## config.mk

```make
export PLATFORM = sky130hd
export DESIGN_NAME = adder_mul_seq
export DESIGN_NICKNAME = d
export VERILOG_FILES = /design/src/rtl/adder_mul_seq.sv
export SDC_FILE = /design/constraint.sdc
export NUM_CORES = 1
export LEC_CHECK = 0
export CAP_MARGIN = 15
export CELL_PAD_IN_SITES_DETAIL_PLACEMENT = 1
export CELL_PAD_IN_SITES_GLOBAL_PLACEMENT = 1
export CORE_MARGIN = 2
export CORE_UTILIZATION = 35
export DETAILED_ROUTE_END_ITERATION = 10
export PLACE_DENSITY_LB_ADDON = 0.1
export SYNTH_ARGS = -nofsm -noshare
export SYNTH_HDL_FRONTEND = slang
export SYNTH_SLANG_ARGS = --single-unit
export TNS_END_PERCENT = 10
```

## constraint.sdc

```tcl
create_clock -name clk -period 3.6 [get_ports clk]
set_input_delay 0.72 -clock clk [delete_from_list [all_inputs] [get_ports clk]]
set_output_delay 0.72 -clock clk [all_outputs]
set_load 0.005 [all_outputs]
```

## src/rtl/adder_mul_seq.sv

```systemverilog
// Multi-cycle unsigned multiplier (low WIDTH bits of the product) that iterates
// shift-and-add through an external shared adder, finishing early once no multiplier bits remain.
module adder_mul_seq #(
    parameter int WIDTH = 32
) (
    input  logic             clk,
    input  logic             rst_n,
    input  logic             start,
    input  logic [WIDTH-1:0] op_a,
    input  logic [WIDTH-1:0] op_b,
    output logic [WIDTH-1:0] adder_a,
    output logic [WIDTH-1:0] adder_b,
    input  logic [WIDTH-1:0] adder_sum,
    output logic             busy,
    output logic             done,
    output logic [WIDTH-1:0] result
);

    // state | meaning
    // IDLE  | waiting for start; operands captured on accept
    // RUN   | one multiplier bit consumed per cycle until none remain
    // DONE  | one-cycle completion pulse, result valid
    typedef enum logic [1:0] {
        IDLE = 2'd0,
        RUN  = 2'd1,
        DONE = 2'd2
    } state_t;

    state_t           state;
    logic [WIDTH-1:0] acc;
    logic [WIDTH-1:0] mc;
    logic [WIDTH-1:0] mp;

    assign adder_a = acc;
    assign adder_b = mc;

    always_ff @(posedge clk or negedge rst_n) begin
        if (!rst_n) begin
            state  <= IDLE;
            acc    <= '0;
            mc     <= '0;
            mp     <= '0;
            result <= '0;
            busy   <= 1'b0;
            done   <= 1'b0;
        end else begin
            case (state)
                IDLE: begin
                    done <= 1'b0;
                    busy <= 1'b0;
                    if (start) begin
                        acc   <= '0;
                        mc    <= op_a;
                        mp    <= op_b;
                        busy  <= 1'b1;
                        state <= RUN;
                    end
                end
                RUN: begin
                    if (mp == '0) begin
                        result <= acc;
                        done   <= 1'b1;
                        state  <= DONE;
                    end else begin
                        if (mp[0]) acc <= adder_sum;
                        // bits shifted past the MSB belong to the discarded upper half
                        mc <= mc << 1;
                        mp <= mp >> 1;
                    end
                end
                DONE: begin
                    done  <= 1'b0;
                    busy  <= 1'b0;
                    state <= IDLE;
                end
                default: begin
                    done  <= 1'b0;
                    busy  <= 1'b0;
                    state <= IDLE;
                end
            endcase
        end
    end

endmodule
```

# After elaboration in Yosys (flattened, before gate mapping)
# Index checks and enable logic that the tools add are counted.
# W data, S select, Z words.
dict set report totals {
  reg_bits 132
  input_bits 99
  elab_cells 36
  out_inout_bits 98
}
dict set report op_classes {
  n_mux 17
  n_eq_ne 5
  reduce_logical 7
}
# cell count
set op_table {}
lappend op_table {{$mux W32} 7}
lappend op_table {{$pmux W32 S2} 3}
lappend op_table {{$logic_not A32 Y1} 1}
lappend op_table {{$ne A2 B2 Y1 const B} 4}
lappend op_table {{$mux W2} 2}
lappend op_table {{$pmux W2 S2} 1}
lappend op_table {{$reduce_and A2 Y1} 2}
lappend op_table {{$reduce_and A4 Y1} 1}
lappend op_table {{$mux W1} 3}
lappend op_table {{$reduce_and A3 Y1} 1}
lappend op_table {{$eq A2 B1 Y1 const B} 1}
lappend op_table {{$logic_not A2 Y1} 1}
lappend op_table {{$pmux W1 S2} 1}
lappend op_table {{$reduce_bool A2 Y1} 1}

# Logic depth before layout (Yosys ltp)
# Gate-level depths: netlist (run 1).
dict set report logic_depth {
  word_depth 3
  depth_mapped 6
  ltp_nobuf 4
}

# Worst setup path before layout (run 1)
# No wires, ideal clock.
dict set report synth_timing {
  kind {reg-to-reg}
  start {register mp[4]}
  end {register result[10]}
  setup_ps 125
  path_buffers 1
  period_less_slack_ps 1907
  required_ps 3475
  t_arrival_ps 1783
  path_slack_ps 1693
  stages_incl_launch_ff 6
  path_cell_list {dfrtp_1 -> nor4_1 -> nand4_1 -> nor3_4 -> buf_6 -> mux2_2}
}
dict set report synth_via {
  elab_chain_cells 2
}
# element line_no
set synth_lines {}
lappend synth_lines {{from (decl)} 32} ;# logic [WIDTH-1:0] mp;
lappend synth_lines {{from (signal assigned)} 54} ;# mp <= op_b;
lappend synth_lines {{from (signal assigned)} 68} ;# mp <= mp >> 1;
lappend synth_lines {{$logic_not A32 Y1} 60} ;# if (mp == '0) begin
lappend synth_lines {{$reduce_and A2 Y1 (no line)} --}
lappend synth_lines {{to (signal assigned)} 43} ;# result <= '0;
lappend synth_lines {{to (signal assigned)} 61} ;# result <= acc;
lappend synth_lines {{to (decl)} 16} ;# output logic [WIDTH-1:0] result
# Every way passes these cells.
# A chain may end at the register's enable or synchronous reset.

# Worst setup path in the final report (run 1)
dict set report layout_timing {
  start {register mp[4]}
  end {register result[15]}
}
# The elaborated chain is that of the path after synthesis.

==> metrics, run 1 <==
Mapped Area=5668 um2; Tmin final=2.409 ns; syn_nets=682; CP arrival=2.71 ns; logic gate share of total power=31.0%; #FFs+latches synth=132; largest area contributor in the synthesized netlist=dfrtp_1; vias post-DR=5047; met1 wire length=7846 um; DIE AREA=17230 um2; Diodes inserted=0; Hold Fails Final Rpt=0; Longest Clk Path Bufs=2; first-pass GRT wire length=28510 um; Post-synth EDFFs=0; 1st-iter DRT viols=242; Num CTS Buffers=17; fin. max-slew vios=0; Simple-Gate Fraction of Synth Area=16.84%; Setup Fix Bufs, Post-CTS=0; complex-gate fraction of the synthesized area=15.08%; largest cells by area after synthesis=dfrtp_1, nand2_1, o211ai_1; CTS tree=yes; highest clock rate=415.2 MHz; Crit Path Max Fanout=33; CP endpoint kind=flop; Final Skew=0.008735 ns; critical path cell sequence=nor4_1 -> nand4_1 -> nor3_4 -> buf_4 -> mux2_2; Max Cap Violations=0; # DRC=0; clock latency on the worst-skew pair=0.42 ns; proportion of synthesized area in mux cells=6.358%; worst stage delay on the critical path=0.44 ns; Total Wirelength=17420 um; startpoint types=flop; Synth Flop Type=dfrtp_1; vias in the first global route=5398; DP Wirelength=11640 um; largest net degree at the start of global routing=95; Sw Pwr=1.896 mW; Setup Crit Path Kind=flop to flop; Lkg Pwr=3.496 nW; fin crit share=66.91%; CP max-delay cell=buf_4; final setup violating endpoints=0; Yosys top cell area share=58.28%; Slew HR=43.13%; CTS root buffer=clkbuf_16; layout cells sized above 1=10.42%; hold_ws=0.3712 ns; Power Dens Cells=722.4 nW/um2; final net count=863; largest family of logic cells by synthesized area=simple AND/OR/NAND/NOR gates; Worst Path Required=3.90 ns; RSZ-0062 raised after global routing=false; run status=finished, final reports clean; Mapped Avg Cell Area=9.722 um2; Clock Power Share=28.9%; num ports=197; Int Power=4.200 mW; final setup TNS=0 ns; initial antenna violation count=0; wire length on met2=8452 um; routability cong.=0.7729; DR pass1 iterations=4; VDD IR-drop max=0.3867 mV; synthesized instance count=583; width of the die=131.3 um; Seq/Total Area, Yosys=58.28%; Core ar.=15830 um2; P&R area growth vs syn=48.87%; grt ovf=0; overall routing resource usage=20.55%; Die Y-Extent=131.3 um; Reg power frac=40.2%; Hold Buf Count CTS=0; Slew @ Worst Pin=0.8531 ns; IO buf count=196; row cnt=46; Post-synth top cells=nand2_1, dfrtp_1, o211ai_1, clkbuf_1, o21ai_0; CTS Sinks=132; Adder-Cell Fraction of Synth Area=0%; count leader, synth=nand2_1; highest metal used=met4; fin area=8438 um2; yosys warns=0; Hold WC Path Type=input pin to asynchronous set/reset pin; Met3 Wirelength=895 um; ANT nets after route=0; cts repair resizes=0; DP Area=7838 um2; Via density=5.083; H-Tree Depth=4; switch share=31.11%; clk slew on worst S/H paths=0.06 ns; Post-Synth XOR/XNOR Area=0%; Yosys cell types=19; Avg WL per Cell=17.54 um; ys async rst share=100.0%; Initial Util=35.81%
[power groups by stage]
stage | Sequential [mW] | Clock (mW) | Combinational, mW
global placement | 2.43 | 0 | 1.83
CTS | 2.45 | 1.79 | 1.93
finish | 2.45 | 1.76 | 1.89
detailed placement | 2.46 | 0 | 1.90
floorplan | 2.39 | 0 | 0.781
global route | 2.53 | 1.85 | 2.09
[critical path, delay by kind of cell (launching register included)]
family,cells,cell delay [ns]
simple gates,3,1.03
buf+inv,1,0.44
flops,1,0.40
mux,1,0.40
[kinds of logic (layout without fill, tap and decap cells)]
group / count (synthesis) / count (layout)
and+or+nand+nor: 242 / 242
muxes: 32 / 32
AOI/OAI and AO/OA: 131 / 131
DFF: 132 / 132
buffers and inverters: 46 / 240
[worst paths after layout]
check / start / endpoint / slack [ns] / depth (start not counted)
setup reg to reg: mp[4]$_DFFE_PN0P_ / result[15]$_DFFE_PN0P_ / 1.19 / 5
max in group asynchronous: rst_n / adder_a[17]$_DFFE_PN0P_ / 2.38 / 2
hold / removal: rst_n / result[7]$_DFFE_PN0P_ / 0.37 / 1
min in group clk: result[8]$_DFFE_PN0P_ / result[8]$_DFFE_PN0P_ / 0.49 / 1
hold reg to reg: result[8]$_DFFE_PN0P_ / result[8]$_DFFE_PN0P_ / 0.49 / 1
setup / recovery: mp[4]$_DFFE_PN0P_ / result[15]$_DFFE_PN0P_ / 1.19 / 5
[metal layers]
| metal | vias up | global-route usage [%] |
|---|---|---|
| li1 | 2381 | - |
| met1 | 2508 | 25.99 |
| met2 | 144 | 34.42 |
| met3 | 14 | 5.401 |
| met4 | 0 | 6.703 |
| met5 | - | 0 |
[layout by cell type (no fill, tap or decap), types with 2 or more instances in the layout]
cell             instances
clkdlybuf4s50_1        195
nand2_1                194
dfrtp_1                132
o211ai_1                62
o21ai_0                 35
nor2_1                  33
mux2_2                  31
a31oi_1                 31
clkbuf_16               17
buf_4                   11
nor4_1                   8
clkinv_2                 4
clkinvlp_4               4
bufinv_16                3
nand4_1                  2
o21a_1                   2
[cell type report]
cell class / count / area (um2)
clock buffer: 19 / 442.9
clock inverter: 13 / 157.7
fill: 1723 / 7390
multi-input combinational: 405 / 2198
sequential: 132 / 3303
tap: 216 / 270.3
timing repair buffer: 208 / 2066
[sequential cells by signal (all words and copies together) (netlist names)]
name     flops
adder_a     32
adder_b     32
busy         1
done         1
mp          32
result      32
state        2
[through the flow]
step / total power, mW / cells / util, % / setup WS (ns)
after global routing: 6.478 / 993 / 53.31 / 1.039
after global placement: 4.258 / 961 / 49.52 / 1.104
final: 6.096 / 993 / 53.31 / 1.191
after CTS: 6.172 / 993 / 53.31 / 1.129
after detailed placement: 4.367 / 961 / 49.52 / 1.007
after floorplan: 3.171 / 583 / - / 1.693
Note: power is estimated with default switching activity, not from simulation.
==> inputs of run 2 (changes only) <==
CORE_UTILIZATION = 34   (was 35)
clock period = 2.25 ns   (was 3.6 ns; I/O delays follow)
==> run 2 against run 1 <==
Net effect: routed wire length increased by 1.0%; clock power increased by 66%; cell count increased by 0.91%; via count increased by 0.73%; setup slack got worse by 1.1 ns; largest power group unchanged; sequential share of layout area decreased by 0.81 points; sequential cell count unchanged; utilization decreased by 0.99 points; register-to-register slack got worse by 1.1 ns; fmax increased by 13%.
==> metrics, run 2 (synthesis gave the netlist of run 1 again) <==
run status=finished, final reports clean; most common cell after layout, fill and taps aside=clkdlybuf4s50_1; Tmin final=2.137 ns; vias in the first global route=5556; 1st-iter DRT viols=209; Power Dens Cells=1155 nW/um2; Max Cap Violations=0; CTS Sinks=132; Worst Path Required=2.55 ns; RSZ-0062 raised after global routing=false; fin. max-slew vios=0; Via density=5.074; startpoint types=flop; CP endpoint kind=flop; Core ar.=16470 um2; final setup violating endpoints=0; overall routing resource usage=20.58%; largest net degree at the start of global routing=65; area occupied by multi-input gates=2205 um2; vias post-DR=5084; fin crit share=94.97%; grt ovf=0; DIE AREA=17720 um2; final setup TNS=0 ns; IO buf count=196; ANT nets after route=0; DP Wirelength=12140 um; num ports=197; Setup Crit Path Kind=flop to flop; Initial Util=34.42%; Fill cells=1825; VDD IR-drop max=0.6077 mV; row cnt=47; DP Area=7968 um2; Diodes inserted=0; Slew HR=60.80%; width of the die=133.1 um; Power, Total=9.955 mW; FF+latch area=3303 um2; Lkg Pwr=3.578 nW; first-pass GRT wire length=28970 um; CTS tree=yes; post-route insts no fill=1002; Slew @ Worst Pin=0.5879 ns; routability cong.=0.8323; Num CTS Buffers=17; CP arrival=2.43 ns; CTS root buffer=clkbuf_16; layout cells sized above 1=10.87%; Longest Clk Path Bufs=2; H-Tree Depth=4; Hold Fails Final Rpt=0; placed cells=970; Die Y-Extent=133.1 um; initial antenna violation count=0; DR pass1 iterations=4; Hold WC Path Type=flop to flop; commonest cells after routing, fill and taps aside=clkdlybuf4s50_1, nand2_1, dfrtp_1; fin area=8616 um2; clock latency on the worst-skew pair=0.42 ns; Total Wirelength=17600 um; Util after Layout=52.33%; P&R area growth vs syn=52.01%; Final Skew=0.01168 ns; clk slew on worst S/H paths=0.06 ns; Avg WL per Cell=17.56 um; Crit Path Max Fanout=32; final net count=870; highest clock rate=468.0 MHz; # DRC=0
==> run 2: cell types whose count changed in the layout (fill, tap and decap cells not counted), sizes merged <==
cell	previous run	this run
buf	13	19
bufinv	3	4
clkbuf	19	22
clkinv	5	3
clkinvlp	4	1
dlygate4sd3	0	1
inv	1	0
==> run 2: path summary, 6_finish.rpt <==
kind | from | to | slack, ns | depth (start not counted)
hold / removal | busy$_DFFE_PN0N_ | busy$_DFFE_PN0N_ | 0.48 | 2
setup / recovery | mp[4]$_DFFE_PN0P_ | result[20]$_DFFE_PN0P_ | 0.11 | 6
hold reg to reg | busy$_DFFE_PN0N_ | busy$_DFFE_PN0N_ | 0.48 | 2
setup reg to reg | mp[4]$_DFFE_PN0P_ | result[20]$_DFFE_PN0P_ | 0.11 | 6
min in group asynchronous | rst_n | adder_a[10]$_DFFE_PN0P_ | 0.51 | 2
max in group asynchronous | rst_n | mp[14]$_DFFE_PN0P_ | 1.10 | 3
==> run 2: worst max-delay path, stage by stage (launching register included) <==
cell and delay (ns):
dfrtp_1 0.39, nor4_1 0.38, nand4_1 0.21, buf_4 0.20, nor3_4 0.22, buf_12 0.25
mux2_2 0.36
==> run 2: what timing repair did <==
action,4_1_cts,5_1_grt
hold buffers,1,0
gates resized for setup,0,1
hold endpoints to repair,32,0
endpoints found under the setup margin,0,64
buffers inserted,0,1
==> run 2: final cells by class <==
class                           instances  share of cell area [%]
Clock buffer                           22                   5.504
Tap cell                              220                   3.195
Timing Repair Buffer                  215                   25.63
Clock inverter                          8                   1.743
Multi-Input combinational cell        405                   25.59
Sequential cell                       132                   38.34
==> run 2: per-layer routing <==
metal / track usage (%) / share of wire [%]
met5: 0 / 0
met2: 34.34 / 48
met4: 6.383 / 1.5
met1: 26.18 / 44
met3: 5.746 / 6.2
==> run 2: per-stage QoR <==
step | worst slack, ns | hold slack (ns)
6_report | 0.1132 | 0.4774
5_1_grt | 0.007407 | 0.5196
4_1_cts | 0.05711 | 0.4862
3_5_place_dp | 0.06761 | 0.3676
3_3_place_gp | 0.1241 | 0.3635
2_1_floorplan | 0.3426 | 0.1544
==> run 2: report_power, final <==
group          leakage, nW  internal [mW]  total (mW)  switching, mW
logic                 1.68           1.79        3.11           1.32
clock network        0.302           1.93        2.93          0.996
registers             1.59           3.22        3.92          0.698
==> inputs of run 3 (changes only) <==
clock period = 2.4 ns   (was 2.25 ns; I/O delays follow)
==> run 3 against run 2 <==
Net effect: sequential share of layout area shrank 0.061 points; non-clock buffer count fell by 1; cell count about the same; fmax fell by 0.57%; worst hold slack worse by 0.45 ns; critical path type unchanged; highest routed layer unchanged.
==> metrics, run 3 (synthesis gave the netlist of run 1 again) <==
CTS root buffer=clkbuf_16; Worst Path Required=2.71 ns; cts repair resizes=0; hold_ws=0.02870 ns; Final Skew=0.009840 ns; Hold WC Path Type=input pin to asynchronous set/reset pin; Core ar.=16470 um2; Max Cap Violations=0; fin. max-slew vios=0; R2R Setup Slk=0.25 ns; row cnt=47; placed cells=971; Avg WL per Cell=17.58 um; # DRC=0; routability cong.=0.7973; vias in the first global route=5514; grt ovf=0; DIE AREA=17720 um2; CTS Sinks=132; final net count=869; Longest Clk Path Bufs=2; num ports=197; Fill cells=1779; first-pass GRT wire length=29090 um; Die Y-Extent=133.1 um; VDD IR-drop max=0.5237 mV; most common cell after layout, fill and taps aside=clkdlybuf4s50_1; highest clock rate=465.3 MHz; Initial Util=34.42%; Hold Fails Final Rpt=0; fin crit share=89.55%; width of the die=133.1 um; ANT nets after route=0; final setup TNS=0 ns; Lkg Pwr=3.581 nW; vias post-DR=5047; Diodes inserted=0; reg2reg path depth=6; Slew @ Worst Pin=0.5886 ns; pre-CTS WS=0.2293 ns; fin worst setup slack=0.2509 ns; clock latency on the worst-skew pair=0.42 ns; Num CTS Buffers=17; Reg-to-Reg Start=mp[22]$_DFFE_PN0P_; Via density=5.032; commonest cells after routing, fill and taps aside=clkdlybuf4s50_1, nand2_1, dfrtp_1; overall routing resource usage=20.65%; CTS tree=yes; RSZ-0062 raised after global routing=false; CP arrival=2.46 ns; startpoint types=flop; Tmin final=2.149 ns; H-Tree Depth=4; IO buf count=196; largest net degree at the start of global routing=65; CP endpoint kind=flop; Setup Crit Path Kind=flop to flop; Power Dens Cells=1100 nW/um2; Total Wirelength=17630 um; r2r endpoint=adder_b[12]$_DFFE_PN0P_; 1st-iter DRT viols=192; layout cells sized above 1=11.24%; DP Wirelength=12080 um; Setup Fix Bufs, Post-CTS=0; Crit Path Max Fanout=33; run status=finished, final reports clean; Slew HR=60.76%; P&R area growth vs syn=52.25%; DR pass1 iterations=6; final setup violating endpoints=0; initial antenna violation count=0; clk slew on worst S/H paths=0.06 ns; Hold Buf Count CTS=0; post-route insts no fill=1003
[run 3: cell count changes in the layout (fill, tap and decap cells not counted), sizes merged]
cell | before | now
bufinv | 4 | 5
clkbuf | 22 | 20
clkinvlp | 1 | 3
dlygate4sd3 | 1 | 0
inv | 0 | 1
[run 3: worst max-delay path, stage by stage (launching register included)]
cell and delay [ns]:
dfrtp_1 0.41, nor4_1 0.38, nand4_1 0.24, buf_4 0.31, o21a_1 0.26, buf_12 0.18
o211ai_1 0.25
[run 3: metrics by stage]
step	util, %	cell area, um2	total power, mW
after floorplan	-	5668	4.757
after global placement	48.36	7963	6.468
after detailed placement	48.36	7963	6.645
after CTS	52.41	8630	9.622
after global routing	52.41	8630	10.10
final	52.41	8630	9.494
[run 3: area by class of cell]
class | instances | area (um2) | area share, %
clock buffers | 20 | 466.7 | 5.408
well taps | 220 | 275.3 | 3.190
clock inverters | 12 | 200.2 | 2.320
flip-flops and latches | 132 | 3303 | 38.28
multi-input cells | 405 | 2198 | 25.47
repair buffers | 214 | 2186 | 25.33
[run 3: how the worst max path moves through the flow]
stage                            start  slack [ns]                       to
finish              mp[22]$_DFFE_PN0P_        0.25  adder_b[12]$_DFFE_PN0P_
global route        mp[28]$_DFFE_PN0P_        0.16  adder_b[12]$_DFFE_PN0P_
CTS                 mp[22]$_DFFE_PN0P_        0.24  adder_b[12]$_DFFE_PN0P_
detailed placement               start        0.23   adder_a[6]$_DFFE_PN0P_
global placement                 start        0.30  adder_a[22]$_DFFE_PN0P_
floorplan            mp[4]$_DFFE_PN0P_        0.49   result[10]$_DFFE_PN0P_
[run 3: metal layers]
layer	track usage, %	wire length (um)	vias up
met5	0	0	-
met4	6.915	253	0
met3	5.289	961	24
met2	34.37	8491	156
met1	26.44	7921	2479
li1	-	-	2388
[run 3: where the power goes]
part	switching, mW	leakage, nW	internal [mW]
Sequential	0.655	1.59	3.02
Clock	0.988	0.319	1.93
Combinational	1.23	1.67	1.67
Total	2.88	3.58	6.62
